`config.mk`:
```
export PLATFORM = sky130hd
export DESIGN_NAME = mem_arbiter
export DESIGN_NICKNAME = d
export VERILOG_FILES = /design/src/rtl/mem_arbiter.sv
export SDC_FILE = /design/constraint.sdc
export NUM_CORES = 1
export LEC_CHECK = 0
export BUFFER_PORTS_ARGS = -buffer_cell sky130_fd_sc_hd__buf_2
export CAP_MARGIN = 20
export CORE_MARGIN = 8
export CORE_UTILIZATION = 41
export DETAILED_ROUTE_END_ITERATION = 8
export GPL_ROUTABILITY_DRIVEN = 0
export PLACE_DENSITY = 0.72
export SYNTH_ARGS = -nofsm -noshare
export SYNTH_HDL_FRONTEND = slang
export SYNTH_SLANG_ARGS = --single-unit
export TNS_END_PERCENT = 1
```
`constraint.sdc`:
```
create_clock -name clk -period 3.65 [get_ports clk]
set_input_delay 0 -clock clk [delete_from_list [all_inputs] [get_ports clk]]
set_output_delay 0 -clock clk [all_outputs]
set_load 0.01 [all_outputs]
```
`src/rtl/mem_arbiter.sv`:
```
// Byte-serial RAM arbiter: instruction fetch vs load/store, one transaction at a time over an 8-bit port.
// Tie policy: round-robin by default; `define ARB_LS_PRIORITY_EN makes load/store always win a tie.
module mem_arbiter (
   input  logic        clk,
   input  logic        rst,
   input  logic        rdy,
   input  logic        if_req,
   input  logic [31:0] if_addr,
   output logic        if_done,
   output logic [31:0] if_data,
   input  logic        ls_req,
   input  logic        ls_we,
   input  logic [31:0] ls_addr,
   input  logic [2:0]  ls_size,
   input  logic [31:0] ls_wdata,
   output logic        ls_accept,
   output logic        ls_done,
   output logic [31:0] ls_rdata,
   output logic [31:0] mem_a,
   output logic        mem_wr,
   output logic [7:0]  mem_dout,
   input  logic [7:0]  mem_din
);

   localparam logic [1:0] S_IDLE  = 2'd0;
   localparam logic [1:0] S_READ  = 2'd1;
   localparam logic [1:0] S_WRITE = 2'd2;
   localparam logic [1:0] S_DONE  = 2'd3;

   logic [1:0]  state;
   logic [31:0] base;
   logic [31:0] wdata;
   logic [2:0]  n;
   logic [2:0]  cnt;
   logic [31:0] rbuf;
   logic [31:0] rbuf_nxt;
   logic [1:0]  bidx;
   logic [2:0]  ls_n;
   logic        owner_ls;
   logic        last_ls;
   logic        grant_ls;
   logic        wr_q;

   assign mem_wr = wr_q & rdy;

   always_comb begin
      case (ls_size)
         3'd1:    ls_n = 3'd1;
         3'd2:    ls_n = 3'd2;
         default: ls_n = 3'd4;
      endcase
   end

   always_comb begin
`ifdef ARB_LS_PRIORITY_EN
      grant_ls = ls_req;
`else
      grant_ls = ls_req && (!if_req || !last_ls);
`endif
   end

   // Edge index cnt samples the byte addressed two edges earlier.
   assign bidx = cnt[1:0] - 2'd2;

   always_comb begin
      rbuf_nxt = rbuf;
      if (cnt >= 3'd2) rbuf_nxt[{bidx, 3'b000} +: 8] = mem_din;
   end

   always_ff @(posedge clk) begin
      if (rst) begin
         state     <= S_IDLE;
         base      <= 32'd0;
         wdata     <= 32'd0;
         n         <= 3'd0;
         cnt       <= 3'd0;
         rbuf      <= 32'd0;
         owner_ls  <= 1'b0;
         last_ls   <= 1'b0;
         wr_q      <= 1'b0;
         mem_a     <= 32'd0;
         mem_dout  <= 8'd0;
         if_done   <= 1'b0;
         ls_done   <= 1'b0;
         ls_accept <= 1'b0;
         if_data   <= 32'd0;
         ls_rdata  <= 32'd0;
      end else if (rdy) begin
         ls_accept <= 1'b0;
         case (state)
            S_IDLE: begin
               if (if_req || ls_req) begin
                  owner_ls  <= grant_ls;
                  last_ls   <= grant_ls;
                  ls_accept <= grant_ls;
                  cnt       <= 3'd1;
                  rbuf      <= 32'd0;
                  if (grant_ls) begin
                     base  <= ls_addr;
                     mem_a <= ls_addr;
                     n     <= ls_n;
                     wdata <= ls_wdata;
                     if (ls_we) begin
                        mem_dout <= ls_wdata[7:0];
                        wr_q     <= 1'b1;
                        state    <= S_WRITE;
                     end else begin
                        state <= S_READ;
                     end
                  end else begin
                     base  <= if_addr;
                     mem_a <= if_addr;
                     n     <= 3'd4;
                     state <= S_READ;
                  end
               end
            end
            S_READ: begin
               if (cnt < n) mem_a <= base + {29'd0, cnt};
               rbuf <= rbuf_nxt;
               cnt  <= cnt + 3'd1;
               if (cnt == n + 3'd1) begin
                  state <= S_DONE;
                  if (owner_ls) begin
                     ls_done  <= 1'b1;
                     ls_rdata <= rbuf_nxt;
                  end else begin
                     if_done <= 1'b1;
                     if_data <= rbuf_nxt;
                  end
               end
            end
            S_WRITE: begin
               cnt <= cnt + 3'd1;
               if (cnt < n) begin
                  mem_a    <= base + {29'd0, cnt};
                  mem_dout <= wdata[{cnt[1:0], 3'b000} +: 8];
               end else begin
                  wr_q    <= 1'b0;
                  ls_done <= 1'b1;
                  state   <= S_DONE;
               end
            end
            default: begin
               // Requests are deliberately ignored on this edge.
               if_done <= 1'b0;
               ls_done <= 1'b0;
               state   <= S_IDLE;
            end
         endcase
      end
   end

endmodule

```
==> impl_metrics.sql, run 1 <==
INSERT INTO impl_metrics (metric_group, metric, value, unit) VALUES
('timing', 'finalHoldViolations', '1', ''),
('global_route', 'gr-total-overflow', '0', ''),
('power_and_ir_drop', 'ir_worst_vdd', '0.000456', 'V'),
('layout', 'layoutNonFillerInstCount', '1768', ''),
('worst_hold_path', 'hold_path_end', 'base[10]', ''),
('timing', 'max_freq', '0.324', 'GHz'),
('timing', 'grt_setup_unrepaired', 'no', ''),
('timing', 'finalCriticalPeriod', '3.09', 'ns'),
('layout', 'layout_commonest_cell', 'buf_2', ''),
('synthesis', 'synth_fa_ha_area_share', '2.42', '%'),
('setup_path', 'reg2reg_slack', '0.56', 'ns'),
('routing', 'detail_route.iter0.violations', '769', ''),
('routing', 'routed-via-count', '9523', ''),
('clock_tree', 'cts_htree_levels', '1', ''),
('floorplanning', 'die_w', '169', 'um'),
('floorplanning', 'dieArea', '28600', 'sq um'),
('setup_path', 'timing.critical_path.depth', '9', ''),
('routing', 'post-route-drc-count', '0', ''),
('power_and_ir_drop', 'leakage', '5.46', 'nW'),
('synthesis', 'synth_flop_cell', 'dfxtp_1', ''),
('synthesis', 'synth_compound_area_share', '21.7', '%'),
('setup_path', 'crit_slowest_cell', 'dlygate4sd3_1', ''),
('setup_path', 'crit_family', 'buffers and inverters', ''),
('global_route', 'number_of_global_route_vias_before_repair', '9563', ''),
('floorplanning', 'ios', '221', ''),
('synthesis', 'synth.area.mux_share', '6.68', '%'),
('synthesis', 'ys.warnings.count', '0', ''),
('timing', 'finalSetupTns', '0', 'ns'),
('setup_path', 'worst_setup_path_start_kind', 'flip-flop', ''),
('synthesis', 'largest_family_of_logic_cells_by_synthesized_area', 'compound AO/OA/AOI/OAI gates', ''),
('layout', 'net_count_of_the_finished_layout', '1562', ''),
('layout', 'syn2layout_area_growth', '37.9', '%'),
('routing', 'drt_first_pass_iters', '5', ''),
('floorplanning', 'start_util', '41.3', '%'),
('synthesis', 'synthArstFlopShare', '0', '%'),
('timing', 'skew', '0.0202', 'ns'),
('synthesis', 'synthesis.nets', '1234', ''),
('status', 'outcome', 'finished, violations left', ''),
('worst_hold_path', 'whs_path_depth', '3', ''),
('timing', 'hold_slack', '-0.00469', 'ns'),
('worst_hold_path', 'hold_path_startpoint', 'if_addr[10]', ''),
('clock_tree', 'clkSinkCount', '213', ''),
('clock_tree', 'cts-root-to-sink-buffers', '3', ''),
('synthesis', 'count_of_flip_flops_with_a_built_in_enable_after_synthesis', '0', ''),
('setup_path', 'r2r.worst_path.cells', '9', ''),
('routing', 'wl_per_cell', '17.5', 'um'),
('status', 'failed_checks', 'negative hold slack', ''),
('placed_design', 'post_dp_cell_area', '10900', 'sq um'),
('clock_tree', 'clock_insertion_delay_worst_skew', '0.52', 'ns'),
('synthesis', 'post_synth.cell_area_avg', '8.72', 'sq um'),
('synthesis', 'syn-instance-count', '1103', ''),
('clock_tree', 'cts_hold_repair.buffers', '150', ''),
('timing', 'final.period_utilization', '84.7', '%'),
('layout', 'stdcell_area', '13300', 'sq um'),
('setup_path', 'timing.critical_path.arrival', '3.54', 'ns'),
('placed_design', 'count_of_input_and_output_buffers', '220', ''),
('global_route', 'grt_start_max_net_pins', '142', ''),
('placed_design', 'placed_cells', '1574', ''),
('clock_tree', 'clk_transition_reported_paths', '0.06', 'ns'),
('setup_path', 'worstPathRequired', '4.10', 'ns'),
('setup_path', 'cp.buffers_inverters', '4', ''),
('timing', 'timing.max_slew.rel_slack', '45.8', '%'),
('routing', 'routed_wl', '30900', 'um'),
('synthesis', 'postSynthRegisterBits', '213', ''),
('setup_path', 'timing.critical_path.cells', 'a21boi_4 > buf_4 > nand3_1 > buf_4 > nor2_1 > a32oi_1 > dlygate4sd3_1 > nor2_1 > dlygate4sd3_1', ''),
('setup_path', 'worstPathMaxFanout', '35', ''),
('layout', 'most-common-layout-cells', 'buf_2, dfxtp_1, nor2_1', ''),
('synthesis', 'synth.yosys.seq_area_share', '44.4', '%'),
('global_route', 'antenna_found_initial', '3', ''),
('setup_path', 'r2r-start', 'last_ls', ''),
('layout', 'n_antenna_cell', '0', '');
==> logic make-up (layout without fill, tap and decap cells) <==
logic type      after synthesis  after routing
buf+inv                     103            449
xor+xnor                     30             30
mux                          53             53
flops                       213            213
fa+ha+maj                    18             18
simple gates                377            377
compound gates              309            309
==> area by class of cell <==
type / instances / area, sq um / share of cell area, %
Multi-Input combinational cell: 787 / 4960 / 37.4
Sequential cell: 213 / 4260 / 32.2
Timing Repair Buffer: 388 / 2760 / 20.8
Clock buffer: 33 / 694 / 5.24
Tap cell: 319 / 399 / 3.01
Clock inverter: 11 / 121 / 0.915
Inverter: 17 / 63.8 / 0.481
==> tightest hold or removal path, stage by stage <==
cell	delay (ns)
buf_2	0.10
mux2i_1	0.22
a211oi_1	0.13
==> how the worst max path moves through the flow <==
stage	slack [ns]	startpoint	endpoint
after global placement	0.97	cnt[1]	if_data[28]
after detailed placement	0.80	cnt[1]	if_data[26]
after floorplan	0.97	cnt[1]	if_data[10]
after global routing	0.33	last_ls	n[0]
final	0.56	last_ls	n[1]
after CTS	0.59	last_ls	n[0]
==> through the flow <==
| stage | utilization (%) | hold slack, ns | worst slack, ns |
|---|---|---|---|
| 5_1_grt | 57.0 | 0.0258 | 0.325 |
| 2_1_floorplan | - | 0.136 | 0.969 |
| 3_3_place_gp | 47.0 | 0.243 | 0.967 |
| 4_1_cts | 57.0 | 0.00453 | 0.587 |
| 3_5_place_dp | 47.0 | 0.248 | 0.805 |
| 6_report | 57.0 | -0.00469 | 0.560 |
==> registers in the layout, summed over array words and instances, names as in the netlist, 2 cells and up <==
| name | cells |
|---|---|
| mem_a | 32 |
| ls_rdata | 32 |
| wdata | 32 |
| if_data | 32 |
| state | 2 |
| mem_dout | 8 |
| rbuf | 32 |
| n | 3 |
| base | 32 |
| cnt | 3 |
==> synth_stat cells (5+ instances only) <==
master / number / area [sq um]
nor4_2: 5 / 62.6
mux2i_1: 36 / 360
nor4_1: 10 / 62.6
a22oi_1: 16 / 120
nand3_1: 14 / 70.1
mux2_2: 9 / 101
a211oi_1: 93 / 698
nor2b_1: 9 / 56.3
a21oi_1: 102 / 510
xor2_1: 6 / 52.6
clkbuf_1: 69 / 259
xnor2_1: 23 / 201
a2bb2oi_1: 24 / 210
dfxtp_1: 213 / 4260
nand2_1: 117 / 439
a211o_1: 5 / 43.8
a31oi_1: 11 / 68.8
inv_1: 17 / 63.8
o21ai_0: 17 / 85.1
o211ai_1: 6 / 45.0
buf_2: 13 / 65.1
ha_1: 17 / 213
a311oi_1: 5 / 43.8
and3_1: 16 / 100
nor2_1: 166 / 623
mux4_2: 8 / 180
nor3_1: 13 / 65.1
==> where the power goes <==
group | leakage [nW] | switching (mW) | internal (mW)
combinational | 3.33 | 0.812 | 0.624
clock | 0.401 | 0.985 | 1.48
sequential | 1.73 | 0.163 | 2.52
total | 5.46 | 1.96 | 4.62
==> per-layer routing <==
| layer | vias up | part of all wire [%] | track usage [%] |
|---|---|---|---|
| met4 | 6 | 2.4 | 6.16 |
| met2 | 337 | 48 | 35.7 |
| met5 | - | 0.11 | 0 |
| met1 | 4492 | 42 | 25.9 |
| li1 | 4620 | - | - |
| met3 | 68 | 7.1 | 4.93 |
No activity file was read; power rests on OpenSTA's default activity.
==> run 2, diff against run 1 <==
- clock period: 3.65 -> 2.9 ns (I/O delays scaled with it)
==> run 2 against run 1 <==
The flow now finishes without violations. Clock-buffer cell count shrank 1. Largest cell class unchanged. Cell area shrank 1.3%. Total power grew 28%. Largest power group unchanged. Hold slack gained 0.016 ns.
==> impl_metrics.sql, run 2 (synthesized netlist as in run 1, its figures left out) <==
INSERT INTO impl_metrics (metric_group, metric, value, unit) VALUES
('status', 'outcome', 'completed', ''),
('layout', 'most-common-layout-cells', 'buf_2, dfxtp_1, nor2_1', ''),
('floorplanning', 'die_w', '169', 'um'),
('placed_design', 'post_dp_cell_area', '11000', 'sq um'),
('clock_tree', 'cts_repair_resize_count', '0', ''),
('floorplanning', 'fp-row-count', '56', ''),
('timing', 'final.period_utilization', '92.1', '%'),
('clock_tree', 'tritoncts_buffers', '25', ''),
('setup_path', 'worstPathMaxFanout', '64', ''),
('layout', 'layout_commonest_cell', 'buf_2', ''),
('routing', 'wl_per_cell', '17.3', 'um'),
('timing', 'finalSetupTns', '0', 'ns'),
('clock_tree', 'cts_htree_levels', '1', ''),
('placed_design', 'count_of_input_and_output_buffers', '220', ''),
('timing', 'max_freq', '0.374', 'GHz'),
('clock_tree', 'clock-root-buffer', 'clkbuf_16', ''),
('layout', 'drive_gt1_share', '22.7', '%'),
('layout', 'n_antenna_cell', '0', ''),
('global_route', 'gr-total-overflow', '0', ''),
('setup_path', 'worstSetupPathType', 'flip-flop to flip-flop', ''),
('layout', 'n_fill_cell', '2023', ''),
('global_route', 'number_of_global_route_vias_before_repair', '9491', ''),
('routing', 'routed_wl', '30200', 'um'),
('floorplanning', 'floorplan.die.height', '169', 'um'),
('layout', 'syn2layout_area_growth', '36.1', '%'),
('power_and_ir_drop', 'p_per_area', '645', 'nW/um^2'),
('power_and_ir_drop', 'ir_worst_vdd', '0.000414', 'V'),
('placed_design', 'dpl.hpwl', '19200', 'um'),
('floorplanning', 'dieArea', '28600', 'sq um'),
('routing', 'detail_route.iter0.violations', '714', ''),
('layout', 'stdcell_area', '13100', 'sq um'),
('timing', 'grt_setup_unrepaired', 'no', ''),
('timing', 'worstMarginPinSlew', '0.869', 'ns'),
('global_route', 'grt_start_max_net_pins', '108', ''),
('timing', 'skew', '0.00920', 'ns'),
('setup_path', 'timing.critical_path.arrival', '3.13', 'ns'),
('setup_path', 'crit_slowest_cell', 'dlygate4sd3_1', ''),
('global_route', 'global_route.usage.total', '20.5', '%'),
('timing', 'final_max_slew_viol_count', '0', ''),
('timing', 'setup_viol', '0', ''),
('floorplanning', 'core_area', '23300', 'sq um'),
('clock_tree', 'clk_transition_reported_paths', '0.06', 'ns'),
('clock_tree', 'clock_insertion_delay_worst_skew', '0.52', 'ns'),
('routing', 'post-route-drc-count', '0', ''),
('setup_path', 'worst_setup_path_start_kind', 'flip-flop', ''),
('power_and_ir_drop', 'leakage', '5.31', 'nW'),
('setup_path', 'cp_slowest_stage_delay', '0.59', 'ns'),
('routing', 'routed-via-count', '9377', ''),
('setup_path', 'timing.critical_path.cells', 'inv_1 > ha_1 > o211a_2 > buf_4 > nor2_1 > a311oi_1 > dlygate4sd3_1', ''),
('global_route', 'grt_first_pass_wirelength', '48900', 'um'),
('routing', 'drt_first_pass_iters', '5', ''),
('floorplanning', 'start_util', '41.3', '%'),
('setup_path', 'critical_path.endpoint_type', 'flip-flop', ''),
('timing', 'finalCriticalPeriod', '2.67', 'ns'),
('timing', 'finalHoldViolations', '0', ''),
('clock_tree', 'clkSinkCount', '213', ''),
('worst_hold_path', 'hold_class', 'input port to flip-flop', ''),
('timing', 'timing.max_slew.rel_slack', '42.0', '%'),
('routing', 'avgViaCountPerCell', '5.37', ''),
('job', 'max_cap_viol_count', '0', ''),
('clock_tree', 'cts-root-to-sink-buffers', '3', ''),
('layout', 'net_count_of_the_finished_layout', '1539', ''),
('clock_tree', 'tritoncts', 'yes', ''),
('global_route', 'antenna_found_initial', '2', ''),
('floorplanning', 'ios', '221', ''),
('setup_path', 'worstPathRequired', '3.36', 'ns'),
('routing', 'antenna_left', '0', '');
## run 2: changes by cell type in the layout (fill, tap and decap cells not counted)
cell / delta
dlygate4sd3_1: -33
clkbuf_1: +1
clkinv_4: +1
bufinv_16: +2
buf_4: +6
clkbuf_8: -3
clkinv_8: -1
clkbuf_16: +1
clkinv_2: -2
inv_6: +2
buf_12: +3
## run 2: metrics by stage
step	power [mW]	utilization (%)	hold WS, ns	instances	setup WS (ns)
global route	8.83	56.2	0.0192	1745	0.0585
global placement	4.99	47.5	0.241	1583	0.503
detailed placement	5.02	47.5	0.247	1583	0.401
CTS	8.46	56.2	0.00184	1745	0.287
finish	8.45	56.2	0.0108	1745	0.229
floorplan	4.44	-	0.136	1103	0.219
## run 2: critical path, delay by kind of cell (launching register included)
kind | cells | cell delay [ns]
AOI/OAI and AO/OA | 2 | 0.56
DFF | 1 | 0.33
adders and majority gates | 1 | 0.33
buffers and inverters | 3 | 1.23
and+or+nand+nor | 1 | 0.10
## run 2: worst paths after layout
kind                                 start            to  slack (ns)  depth (start not counted)
worst max-delay path              state[0]       base[6]        0.23                          7
worst min-delay path            mem_din[6]  ls_rdata[14]        0.01                          3
worst max register to register    state[0]       base[6]        0.23                          7
worst min register to register    mem_a[1]      mem_a[1]        0.45                          2
## run 2: routing by layer
layer	up-vias	track usage [%]	wire [um]
met5	-	0	21
met1	4368	25.7	13000
li1	4581	-	-
met3	88	4.33	2000
met4	4	8.27	1120
met2	336	33.9	14100
## run 2: area by class of cell
class	instances	area (sq um)	area share, %
Sequential cell	213	4260	32.6
Clock inverter	13	181	1.39
Timing Repair Buffer	364	2530	19.3
Clock buffer	32	682	5.21
Tap cell	319	399	3.05
Multi-Input combinational cell	787	4960	37.9
Inverter	17	63.8	0.488
## run 2: timing repair
action / in CTS / in global routing
hold buffers: 117 / 0
endpoints found under the setup margin: 0 / 0
endpoints found under the hold margin: 99 / 0
setup buffers: 0 / 0
## run 2: power by group
group / internal [mW] / leakage [nW] / total [mW] / switching [mW]
sequential: 3.18 / 1.73 / 3.38 / 0.204
clock: 2.02 / 0.420 / 3.30 / 1.27
combinational: 0.759 / 3.15 / 1.77 / 1.01
==> run 3, diff against run 2 <==
- CTS_BUF_LIST: not set -> sky130_fd_sc_hd__clkbuf_8
==> run 3 against run 2 <==
Via count increased by 0.64%. Largest power group unchanged. Sequential share of layout area about the same. Hold slack better by 0.022 ns. Utilization is 0.059 points higher. Register-to-register slack better by 0.04 ns. Total power fell by 3.1%. Cell area increased by 0.11%. Combinational power hardly changed.
==> impl_metrics.sql, run 3 (synthesized netlist as in run 1, its figures left out) <==
INSERT INTO impl_metrics (metric_group, metric, value, unit) VALUES
('layout', 'finalCoreUtilization', '56.3', '%'),
('routing', 'avgViaCountPerCell', '5.32', ''),
('global_route', 'gr-total-overflow', '0', ''),
('clock_tree', 'tritoncts_buffers', '38', ''),
('clock_tree', 'clkSinkCount', '213', ''),
('setup_path', 'crit_family', 'buffers and inverters', ''),
('power_and_ir_drop', 'leakage', '5.38', 'nW'),
('timing', 'finalSetupTns', '0', 'ns'),
('floorplanning', 'dieArea', '28600', 'sq um'),
('timing', 'final_max_slew_viol_count', '0', ''),
('layout', 'layout_commonest_cell', 'buf_2', ''),
('clock_tree', 'clock_insertion_delay_worst_skew', '0.53', 'ns'),
('layout', 'drive_gt1_share', '23.5', '%'),
('setup_path', 'worst_setup_path_start_kind', 'flip-flop', ''),
('layout', 'layoutNonFillerInstCount', '1773', ''),
('setup_path', 'worstSetupPathType', 'flip-flop to flip-flop', ''),
('routing', 'wl_per_cell', '16.9', 'um'),
('global_route', 'grt_first_pass_wirelength', '48700', 'um'),
('setup_path', 'worstPathRequired', '3.34', 'ns'),
('setup_path', 'cp.buffers_inverters', '3', ''),
('layout', 'most-common-layout-cells', 'buf_2, dfxtp_1, nor2_1', ''),
('timing', 'worstMarginPinSlew', '0.862', 'ns'),
('setup_path', 'critical_path.endpoint_type', 'flip-flop', ''),
('timing', 'setup_viol', '0', ''),
('floorplanning', 'core_area', '23300', 'sq um'),
('routing', 'detail_route.iter0.violations', '728', ''),
('worst_hold_path', 'hold_class', 'input port to flip-flop', ''),
('global_route', 'grt_start_max_net_pins', '108', ''),
('setup_path', 'timing.critical_path.cells', 'a21boi_4 > buf_12 > nand3_1 > buf_4 > nor2_1 > a32oi_1 > dlygate4sd3_1 > nor2_1', ''),
('clock_tree', 'clock-root-buffer', 'clkbuf_8', ''),
('setup_path', 'crit_slowest_cell', 'dlygate4sd3_1', ''),
('clock_tree', 'cts_hold_repair.buffers', '120', ''),
('floorplanning', 'start_util', '41.3', '%'),
('clock_tree', 'cts_htree_levels', '2', ''),
('clock_tree', 'cts_setup_buffers', '0', ''),
('timing', 'grt_setup_unrepaired', 'no', ''),
('placed_design', 'dpl.hpwl', '19200', 'um'),
('global_route', 'number_of_global_route_vias_before_repair', '9488', ''),
('clock_tree', 'clk_transition_reported_paths', '0.06', 'ns'),
('setup_path', 'cp_slowest_stage_delay', '0.58', 'ns'),
('placed_design', 'count_of_input_and_output_buffers', '220', ''),
('clock_tree', 'cts_repair_resize_count', '0', ''),
('routing', 'routed-via-count', '9437', ''),
('layout', 'stdcell_area', '13100', 'sq um'),
('timing', 'finalCriticalPeriod', '2.63', 'ns'),
('floorplanning', 'die_w', '169', 'um'),
('placed_design', 'placed_cells', '1583', ''),
('global_route', 'global_route.usage.total', '20.4', '%'),
('timing', 'max_freq', '0.380', 'GHz'),
('timing', 'skew', '0.0320', 'ns'),
('status', 'outcome', 'completed', ''),
('timing', 'final.period_utilization', '90.8', '%'),
('layout', 'syn2layout_area_growth', '36.2', '%'),
('layout', 'multi_input_area', '4960', 'sq um'),
('timing', 'finalHoldViolations', '0', ''),
('job', 'max_cap_viol_count', '0', ''),
('layout', 'net_count_of_the_finished_layout', '1555', ''),
('layout', 'layout.area.seq', '4260', 'sq um'),
('power_and_ir_drop', 'p_total', '8.18', 'mW'),
('placed_design', 'post_dp_cell_area', '11000', 'sq um'),
('floorplanning', 'floorplan.die.height', '169', 'um'),
('setup_path', 'cp_common_cell', 'nor2_1', ''),
('routing', 'post-route-drc-count', '0', ''),
('routing', 'antenna_left', '0', ''),
('floorplanning', 'fp-row-count', '56', ''),
('timing', 'timing.max_slew.rel_slack', '42.6', '%'),
('power_and_ir_drop', 'ir_worst_vdd', '0.000449', 'V'),
('setup_path', 'timing.critical_path.arrival', '3.07', 'ns'),
('routing', 'routed_wl', '29900', 'um'),
('clock_tree', 'cts-root-to-sink-buffers', '3', ''),
('layout', 'n_fill_cell', '2040', ''),
('global_route', 'antenna_found_initial', '3', ''),
('floorplanning', 'ios', '221', ''),
('setup_path', 'worstPathMaxFanout', '35', ''),
('clock_tree', 'tritoncts', 'yes', ''),
('routing', 'drt_first_pass_iters', '5', ''),
('power_and_ir_drop', 'p_per_area', '625', 'nW/um^2');
run 3: changes by cell type in the layout (fill, tap and decap cells not counted), moves of 2 or more:
cell           before  now
dlygate4sd3_1     117  120
inv_1              17   28
bufinv_16           4    2
clkinvlp_4          2    0
clkbuf_16          25    0
clkbuf_1            4    0
clkbuf_8            3   52
clkinv_2            4    2
run 3: layout make-up:
| class | instances | area share [%] |
|---|---|---|
| repair buffers | 367 | 19.6 |
| diodes | 1 | 0.0191 |
| multi-input cells | 787 | 37.9 |
| clock buffers | 52 | 5.46 |
| flip-flops and latches | 213 | 32.6 |
| inverters | 17 | 0.487 |
| clock inverters | 17 | 0.984 |
| well taps | 319 | 3.05 |
run 3: tightest hold or removal path: cells and delay by family:
kind	cells	cell delay, ns
buf+inv	1	0.17
compound gates	2	0.34
run 3: path summary, 6_finish.rpt:
path	start	to	slack (ns)	depth (start not counted)
worst max register to register	last_ls	n[1]	0.27	8
worst max-delay path	last_ls	n[1]	0.27	8
worst min register to register	mem_a[1]	mem_a[1]	0.45	2
worst min-delay path	mem_din[3]	ls_rdata[3]	0.03	3
run 3: layer usage:
layer	up-vias	routed length [um]	global-route usage, %
met1	4401	13000	25.8
li1	4620	-	-
met5	-	21	0
met4	4	935	8.50
met3	82	2000	4.86
met2	330	14000	32.9
run 3: power breakdown:
group          switching [mW]  internal, mW
clock                    1.26          1.78
sequential              0.202          3.18
combinational           0.999         0.762
total                    2.46          5.72
run 3: metrics by stage:
stage	hold WS [ns]	setup slack, ns
global placement	0.241	0.503
floorplan	0.136	0.219
CTS	0.000667	0.289
detailed placement	0.247	0.401
finish	0.0332	0.267
global route	0.0278	0.0729
